File: config.mk
export PLATFORM = sky130hd
export DESIGN_NAME = rom_uart_streamer
export DESIGN_NICKNAME = d
export VERILOG_FILES = /design/src/rtl/uart_pkg.sv /design/src/rtl/rom_uart_streamer.sv
export SDC_FILE = /design/constraint.sdc
export NUM_CORES = 1
export LEC_CHECK = 0
export CAP_MARGIN = 5
export CORE_ASPECT_RATIO = 1.4
export CORE_MARGIN = 2
export CORE_UTILIZATION = 51
export CTS_CLUSTER_DIAMETER = 120
export CTS_CLUSTER_SIZE = 24
export DETAILED_ROUTE_END_ITERATION = 16
export GPL_TIMING_DRIVEN = 0
export HOLD_SLACK_MARGIN = 0.05
export PLACE_DENSITY = 0.83
export RECOVER_POWER = 50
export SLEW_MARGIN = 20
export SYNTH_ARGS = -nofsm -noshare
export SYNTH_HDL_FRONTEND = slang
export SYNTH_SLANG_ARGS = --single-unit
File: constraint.sdc
create_clock -name clk -period 4.4 [get_ports clk]
set_input_delay 0.66 -clock clk [delete_from_list [all_inputs] [get_ports clk]]
set_output_delay 0.66 -clock clk [all_outputs]
set_load 0.05 [all_outputs]
File: src/rtl/uart_pkg.sv
// Shared definitions for the ROM -> UART streamer: FSM state encoding and
// default character width.
package uart_pkg;

    localparam int DEF_DATA_WIDTH = 8;

    // 3-bit state encoding, IDLE must stay 0 so a cleared register is idle.
    localparam logic [2:0] S_IDLE      = 3'd0;
    localparam logic [2:0] S_FETCH     = 3'd1;
    localparam logic [2:0] S_WAIT_RDY  = 3'd2;
    localparam logic [2:0] S_START     = 3'd3;
    localparam logic [2:0] S_WAIT_ACK  = 3'd4;
    localparam logic [2:0] S_WAIT_DONE = 3'd5;
    localparam logic [2:0] S_NEXT      = 3'd6;

endpackage

File: src/rtl/rom_uart_streamer.sv
// rom_uart_streamer: walks ROM addresses 0..MSG_LEN-1, waits out the ROM read
// latency, and hands each byte to uart_tx with a one-cycle start pulse,
// waiting for the transmitter to accept and finish each character.
// Optional build macro ROM_UART_STREAMER_NUL_TERM_EN: a zero byte ends the
// message early (C-string style) instead of being transmitted.
module rom_uart_streamer
    import uart_pkg::*;
#(
    parameter int ADDR_WIDTH  = 5,
    parameter int DATA_WIDTH  = DEF_DATA_WIDTH,
    parameter int MSG_LEN     = 2**ADDR_WIDTH,
    parameter int ROM_LATENCY = 1
) (
    input  logic                  clk,
    input  logic                  rst_n,
    input  logic                  go,
    input  logic                  loop,
    input  logic                  abort,
    output logic [ADDR_WIDTH-1:0] addr,
    input  logic [DATA_WIDTH-1:0] rom_data,
    output logic [DATA_WIDTH-1:0] tx_data,
    output logic                  tx_start,
    input  logic                  tx_ready,
    output logic                  busy,
    output logic                  done
);

    localparam logic [ADDR_WIDTH-1:0] LAST_ADDR = ADDR_WIDTH'(MSG_LEN - 1);
    localparam logic [2:0]            LAT_INIT  = 3'(ROM_LATENCY);

    logic [2:0] state;
    logic [2:0] lat_cnt;
    logic       abort_pending;
    logic       abort_now;
    logic       last;

    // An abort seen this cycle acts immediately; one seen earlier is remembered.
    assign abort_now = abort | abort_pending;
    assign last      = (addr == LAST_ADDR);
    assign busy      = (state != S_IDLE);

    // Main sequencer: address walk, latency wait, start/ack handshake.
    always_ff @(posedge clk or negedge rst_n) begin
        if (!rst_n) begin
            state         <= S_IDLE;
            addr          <= '0;
            tx_data       <= '0;
            tx_start      <= 1'b0;
            done          <= 1'b0;
            abort_pending <= 1'b0;
            lat_cnt       <= '0;
        end else begin
            tx_start <= 1'b0;
            done     <= 1'b0;
            if (state != S_IDLE && abort)
                abort_pending <= 1'b1;

            case (state)
                S_IDLE: begin
                    addr          <= '0;
                    abort_pending <= 1'b0;
                    // go together with abort is treated as no request
                    if (go && !abort) begin
                        state   <= S_FETCH;
                        lat_cnt <= LAT_INIT;
                    end
                end

                // Dwell ROM_LATENCY cycles with addr stable so rom_data settles.
                S_FETCH: begin
                    if (abort_now) begin
                        addr          <= '0;
                        done          <= 1'b1;
                        abort_pending <= 1'b0;
                        state         <= S_IDLE;
                    end else if (lat_cnt <= 3'd1) begin
                        lat_cnt <= '0;
                        state   <= S_WAIT_RDY;
                    end else begin
                        lat_cnt <= lat_cnt - 3'd1;
                    end
                end

                S_WAIT_RDY: begin
                    if (abort_now) begin
                        addr          <= '0;
                        done          <= 1'b1;
                        abort_pending <= 1'b0;
                        state         <= S_IDLE;
                    end
`ifdef ROM_UART_STREAMER_NUL_TERM_EN
                    // NUL terminator: end of message without sending the byte
                    else if (rom_data == '0) begin
                        addr <= '0;
                        done <= 1'b1;
                        if (loop) begin
                            state   <= S_FETCH;
                            lat_cnt <= LAT_INIT;
                        end else begin
                            state <= S_IDLE;
                        end
                    end
`endif
                    else if (tx_ready) begin
                        tx_data  <= rom_data;
                        tx_start <= 1'b1;
                        state    <= S_START;
                    end
                end

                // tx_start is high for exactly this one cycle
                S_START: state <= S_WAIT_ACK;

                // Ready dropping means the transmitter took the byte; a ready
                // that lingers high never produces a second start.
                S_WAIT_ACK: if (!tx_ready) state <= S_WAIT_DONE;

                S_WAIT_DONE: if (tx_ready) state <= S_NEXT;

                S_NEXT: begin
                    if (abort_now || (last && !loop)) begin
                        addr          <= '0;
                        done          <= 1'b1;
                        abort_pending <= 1'b0;
                        state         <= S_IDLE;
                    end else if (last) begin
                        addr    <= '0;
                        done    <= 1'b1;
                        state   <= S_FETCH;
                        lat_cnt <= LAT_INIT;
                    end else begin
                        addr    <= addr + ADDR_WIDTH'(1);
                        state   <= S_FETCH;
                        lat_cnt <= LAT_INIT;
                    end
                end

                default: state <= S_IDLE;
            endcase
        end
    end

endmodule
# Word-level counts from Yosys, hierarchy flattened
# Cells that the tools add are included.
# W data, S select, Z words.
# word_totals
register_bits	22
output_inout_bits	16
# classes
order_cmp	1
bitwise	2
n_reduce_logical	15
n_mux	28
add_sub_neg	2
eq_ne	15
# ops
op	count
$mux W3	10
$pmux W3 S7	1
$mux W5	3
$pmux W5 S3	1
$mux W1	10
$ne A2 B2 Y1 const B	5
$eq A3 B3 Y1 const B	3
$pmux W3 S3	1
$reduce_bool A3 Y1	3
$eq A3 B2 Y1 const B	2
$ne A3 B3 Y1 const B	2
$add A5 B1 Y5 const B	1
$eq A5 B5 Y1 const B	1
$reduce_and A5 Y1	1
$reduce_and A4 Y1	1
$eq A3 B1 Y1 const B	1
$le A3 B1 Y1 const B	1
$logic_and A1 B1 Y1	3
$logic_not A3 Y1	1
$pmux W1 S3	1
$reduce_and A3 Y1	1
$sub A3 B1 Y3 const B	1
$logic_not A1 Y1	2
$ne A2 B1 Y1 const B	1
other kinds (6)	6

# Logic depth before layout (Yosys ltp)
# depth
ltp_word	5
ltp_mapped	7
depth_no_buf	7

# Worst setup path after synthesis
# No wires, ideal clock.
# synth_timing
kind	register to register
from	reg addr[0]
to	reg lat_cnt[0]
synth_period_minus_slack_ps	2344
t_arrival_ps	2219
path_buffers	0
stages_incl_launch_ff	8
setup_ps	125
path_slack_ps	2056
cell_sequence	dfrtp_1 > ha_1 > and3_1 > ha_1 > nor2b_1 > or3b_4 > nand2_1 > mux2_2
# synth_via
elab_chain_cells	5
# synth_rtl
element	line_no	source
start, declared	rom_uart_streamer.sv:19	output logic [ADDR_WIDTH-1:0] addr,
start signal, assigned	rom_uart_streamer.sv:132	addr <= addr + ADDR_WIDTH'(1);
$eq A5 B5 Y1	rom_uart_streamer.sv:39	assign last = (addr == LAST_ADDR);
$logic_and A1 B1 Y1	rom_uart_streamer.sv:121	if (abort_now || (last && !loop)) begin
$logic_or A1 B1 Y1	rom_uart_streamer.sv:121	
$ne A2 B2 Y1 (no source line)	--	
$reduce_and A4 Y1 (no source line)	--	
end signal, assigned	rom_uart_streamer.sv:80	lat_cnt <= lat_cnt - 3'd1;
end, declared	rom_uart_streamer.sv:32	logic [2:0] lat_cnt;
# No other way between the ends.
# A chain may end at the register's enable or synchronous reset.

# Worst setup path after layout
# layout_timing
from	reg state[2]
to	out busy
# layout_via
elab_chain_cells	1
# layout_rtl
element	line_no	source
start, declared	rom_uart_streamer.sv:31	logic [2:0] state;
start signal, assigned	rom_uart_streamer.sv:45	state <= S_IDLE;
start signal, assigned	rom_uart_streamer.sv:64	state <= S_FETCH;
start signal, assigned	rom_uart_streamer.sv:75	state <= S_IDLE;
$reduce_bool A3 Y1	rom_uart_streamer.sv:40	assign busy = (state != S_IDLE);
end, declared	rom_uart_streamer.sv:24	output logic busy,
# No other way between the ends.

==> metrics.md <==
| Metric | Value |
|---|---|
| Status | `complete, no violations` |
| Congestion Overflow GR | `0` |
| Initial Util | `53.1%` |
| Setup CP Type | `reg2out` |
| Routed Antenna Nets | `0` |
| ANT cells | `0` |
| Clock sink total | `22` |
| Vias in the first global route | `871` |
| Gr usage total | `19.7%` |
| Syn Area/Cell | `11.2 um^2` |
| WL per Instance | `15.2 um` |
| Actual slew at the worst max-slew pin | `1150 ps` |
| Clock Skew | `3.13 ps` |
| R2R Path Start | `addr[0]$_DFFE_PN0P_` |
| Post-Layout Inst Area | `1490 um^2` |
| WP data required | `3740 ps` |
| FILL cells | `158` |
| Clock transition at path regs | `130 ps` |
| PortBufs | `29` |
| Initial antenna violation count | `0` |
| Drc violations | `0` |
| Die W | `43.8 um` |
| Root Buffer | `clkbuf_4` |
| R2r endpoint | `state[1]$_DFFE_PN0P_` |
| Clk_lat worst skew | `330 ps` |
| Final wirelength | `2.38 mm` |
| Max cap viols | `0` |
| # rows | `20` |
| Max frequency | `340 MHz` |
| Top-Level Pins | `30` |
| Synth top area share | `48.7%` |
| Crit end category | `primary output` |
| Largest net degree at the start of global routing | `23` |
| Starting DRT DRC Count | `51` |
| Length of routed met2 wiring | `1.28 mm` |
| Post-DP HPWL | `1.75 mm` |
| Slew HR | `23.6%` |
| Met1 WL | `883 um` |
| Layout area overhead | `31.9%` |
| Final hold viol count | `0` |
| Syn Nets | `119` |
| Via density | `6.08` |
| Die Area | `2610 um^2` |
| Core ar. | `2130 um^2` |
| Commonest non-fill, non-tap cell in the layout | `clkdlybuf4s50_1` |
| Power Density | `662 nW/um^2` |
| Hold buffer count at CTS | `0` |
| CTS tree | `built` |
| Synth Cell Area | `1130 um^2` |
| Worst vdd ir | `0.368 mV` |
| Pleak | `0.664 nW` |
| Pins Over Slew Limit | `0` |
| Top Layer Used | `met4` |
| Seq cells post-synth | `22` |
| Global-route wire length before repair | `3.80 mm` |
| Storage cell area | `551 um^2` |
| Htree depth | `1` |
| Yosys top cell by area | `dfrtp_1` |
| Post-Synthesis Cells | `101` |
| Multi-input gate area | `526 um^2` |
| Placer congestion estimate | `0.959` |
| Hold Crit Class | `in2async` |
| Vias | `949` |
| Max FO, Critical Path | `10` |
| Finish-stage setup viols | `0` |
| Post-DP Area | `1450 um^2` |
| Worst r2r path cells | `7` |
| Synthesis Warnings | `0` |
| RSZ-0062 raised after global routing | `no` |
| Worst setup SP type | `register` |
| Max Root-Sink Buffers | `2` |
| Met3 WL | `122 um` |
| Arrival @ worst endpoint | `2280 ps` |
| Most frequent cells in the layout | `clkdlybuf4s50_1, dfrtp_1, mux2_2` |
| Worst Setup SP | `state[2]$_DFFE_PN0P_` |
| R2R Setup Slk | `2110 ps` |
| Die H | `59.7 um` |
| Min Tclk post-route | `2940 ps` |
| TNS Setup | `0 ps` |
| Final #Nets | `153` |
| Share of cells above drive strength 1 | `14.9%` |
| Synth top area cells | `dfrtp_1, mux2_2, ha_1` |
| Post-CTS Resized | `0` |
| Synth cell types | `35` |
| DR pass1 iterations | `4` |
| Fin crit share | `66.9%` |
| Post-CTS Setup Bufs | `0` |
| Number of buffers created by CTS | `3` |
| Post-synthesis sequential area ratio | `48.7%` |
area by class of cell:
class / count / share of cell area [%]
multi-input combinational: 68 / 35.3
buffer: 5 / 1.85
sequential: 22 / 36.9
inverter: 6 / 1.51
tap: 22 / 1.85
clock buffer: 3 / 1.51
clock inverter: 1 / 2.02
timing repair buffer: 29 / 19.1
cell families after synthesis:
kind of cell	after synthesis	share of synthesized area, %
buffers and inverters	11	4.43
and+or+nand+nor	28	14.1
AOI/OAI and AO/OA	26	18.4
adders and majority gates	4	4.43
muxes	10	9.97
DFF	22	48.7
metrics by stage:
step / setup slack, ps / total power, W / utilization [%] / cells / hold slack, ps
floorplan: 2060 / 0.000678 / - / 101 / 364
global placement: 1620 / 0.000823 / 68.1 / 152 / 487
detailed placement: 1590 / 0.000838 / 68.1 / 152 / 492
CTS: 1460 / 0.000998 / 70.5 / 156 / 523
global route: 1380 / 0.00103 / 70.1 / 156 / 536
finish: 1460 / 0.000987 / 70.1 / 156 / 512
worst max-delay path by stage:
stage,endpoint,slack (ps),cells after the start
final,busy,1460,4
after global routing,busy,1380,4
after CTS,busy,1460,4
after detailed placement,state[1]$_DFFE_PN0P_,1590,5
after global placement,state[1]$_DFFE_PN0P_,1620,5
after floorplan,lat_cnt[0]$_DFFE_PN0P_,2060,7
synth_stat cells:
master	n
o21ai_0	2
or3b_4	1
and3_1	2
a211oi_4	1
a21oi_1	3
nor3b_1	2
a41oi_1	1
or3_2	1
a211oi_1	1
or3_1	1
inv_1	6
nor3_1	2
mux2_2	10
a221oi_1	1
buf_6	1
o21ba_2	1
o32ai_1	3
o21ai_1	1
a31oi_1	3
o2bb2ai_1	2
o32a_1	1
nand3_1	2
dfrtp_1	22
a211o_1	1
nand2b_1	1
a22o_1	3
clkbuf_1	3
ha_1	4
o21bai_1	1
nand2_1	7
o211ai_1	1
nor2_1	4
buf_2	1
or4b_4	1
nor2b_1	4
routing by layer:
metal | GRT usage (%) | vias to the layer above
met3 | 3.32 | 11
met4 | 13.0 | 0
met5 | 0 | -
met2 | 33.6 | 32
met1 | 22.0 | 468
li1 | - | 438
where the power goes:
part	total, W	leakage (nW)	internal, W	switching, W
combinational	0.000522	0.348	0.000197	0.000325
sequential	0.000303	0.287	0.000265	0.0000376
clock	0.000162	0.0279	0.0000924	0.0000698
worst max-delay path: stages (launching register included):
cell	delay, ps
dfrtp_1	380
clkbuf_1	170
clkbuf_1	240
or3_2	440
clkdlybuf4s50_1	710
state kept, by name, indices dropped and copies added, names as in the netlist:
name,count
abort_pending,1
tx_start,1
state,3
done,1
lat_cnt,3
tx_data,8
addr,5
Note: power is estimated with default switching activity, not from simulation.
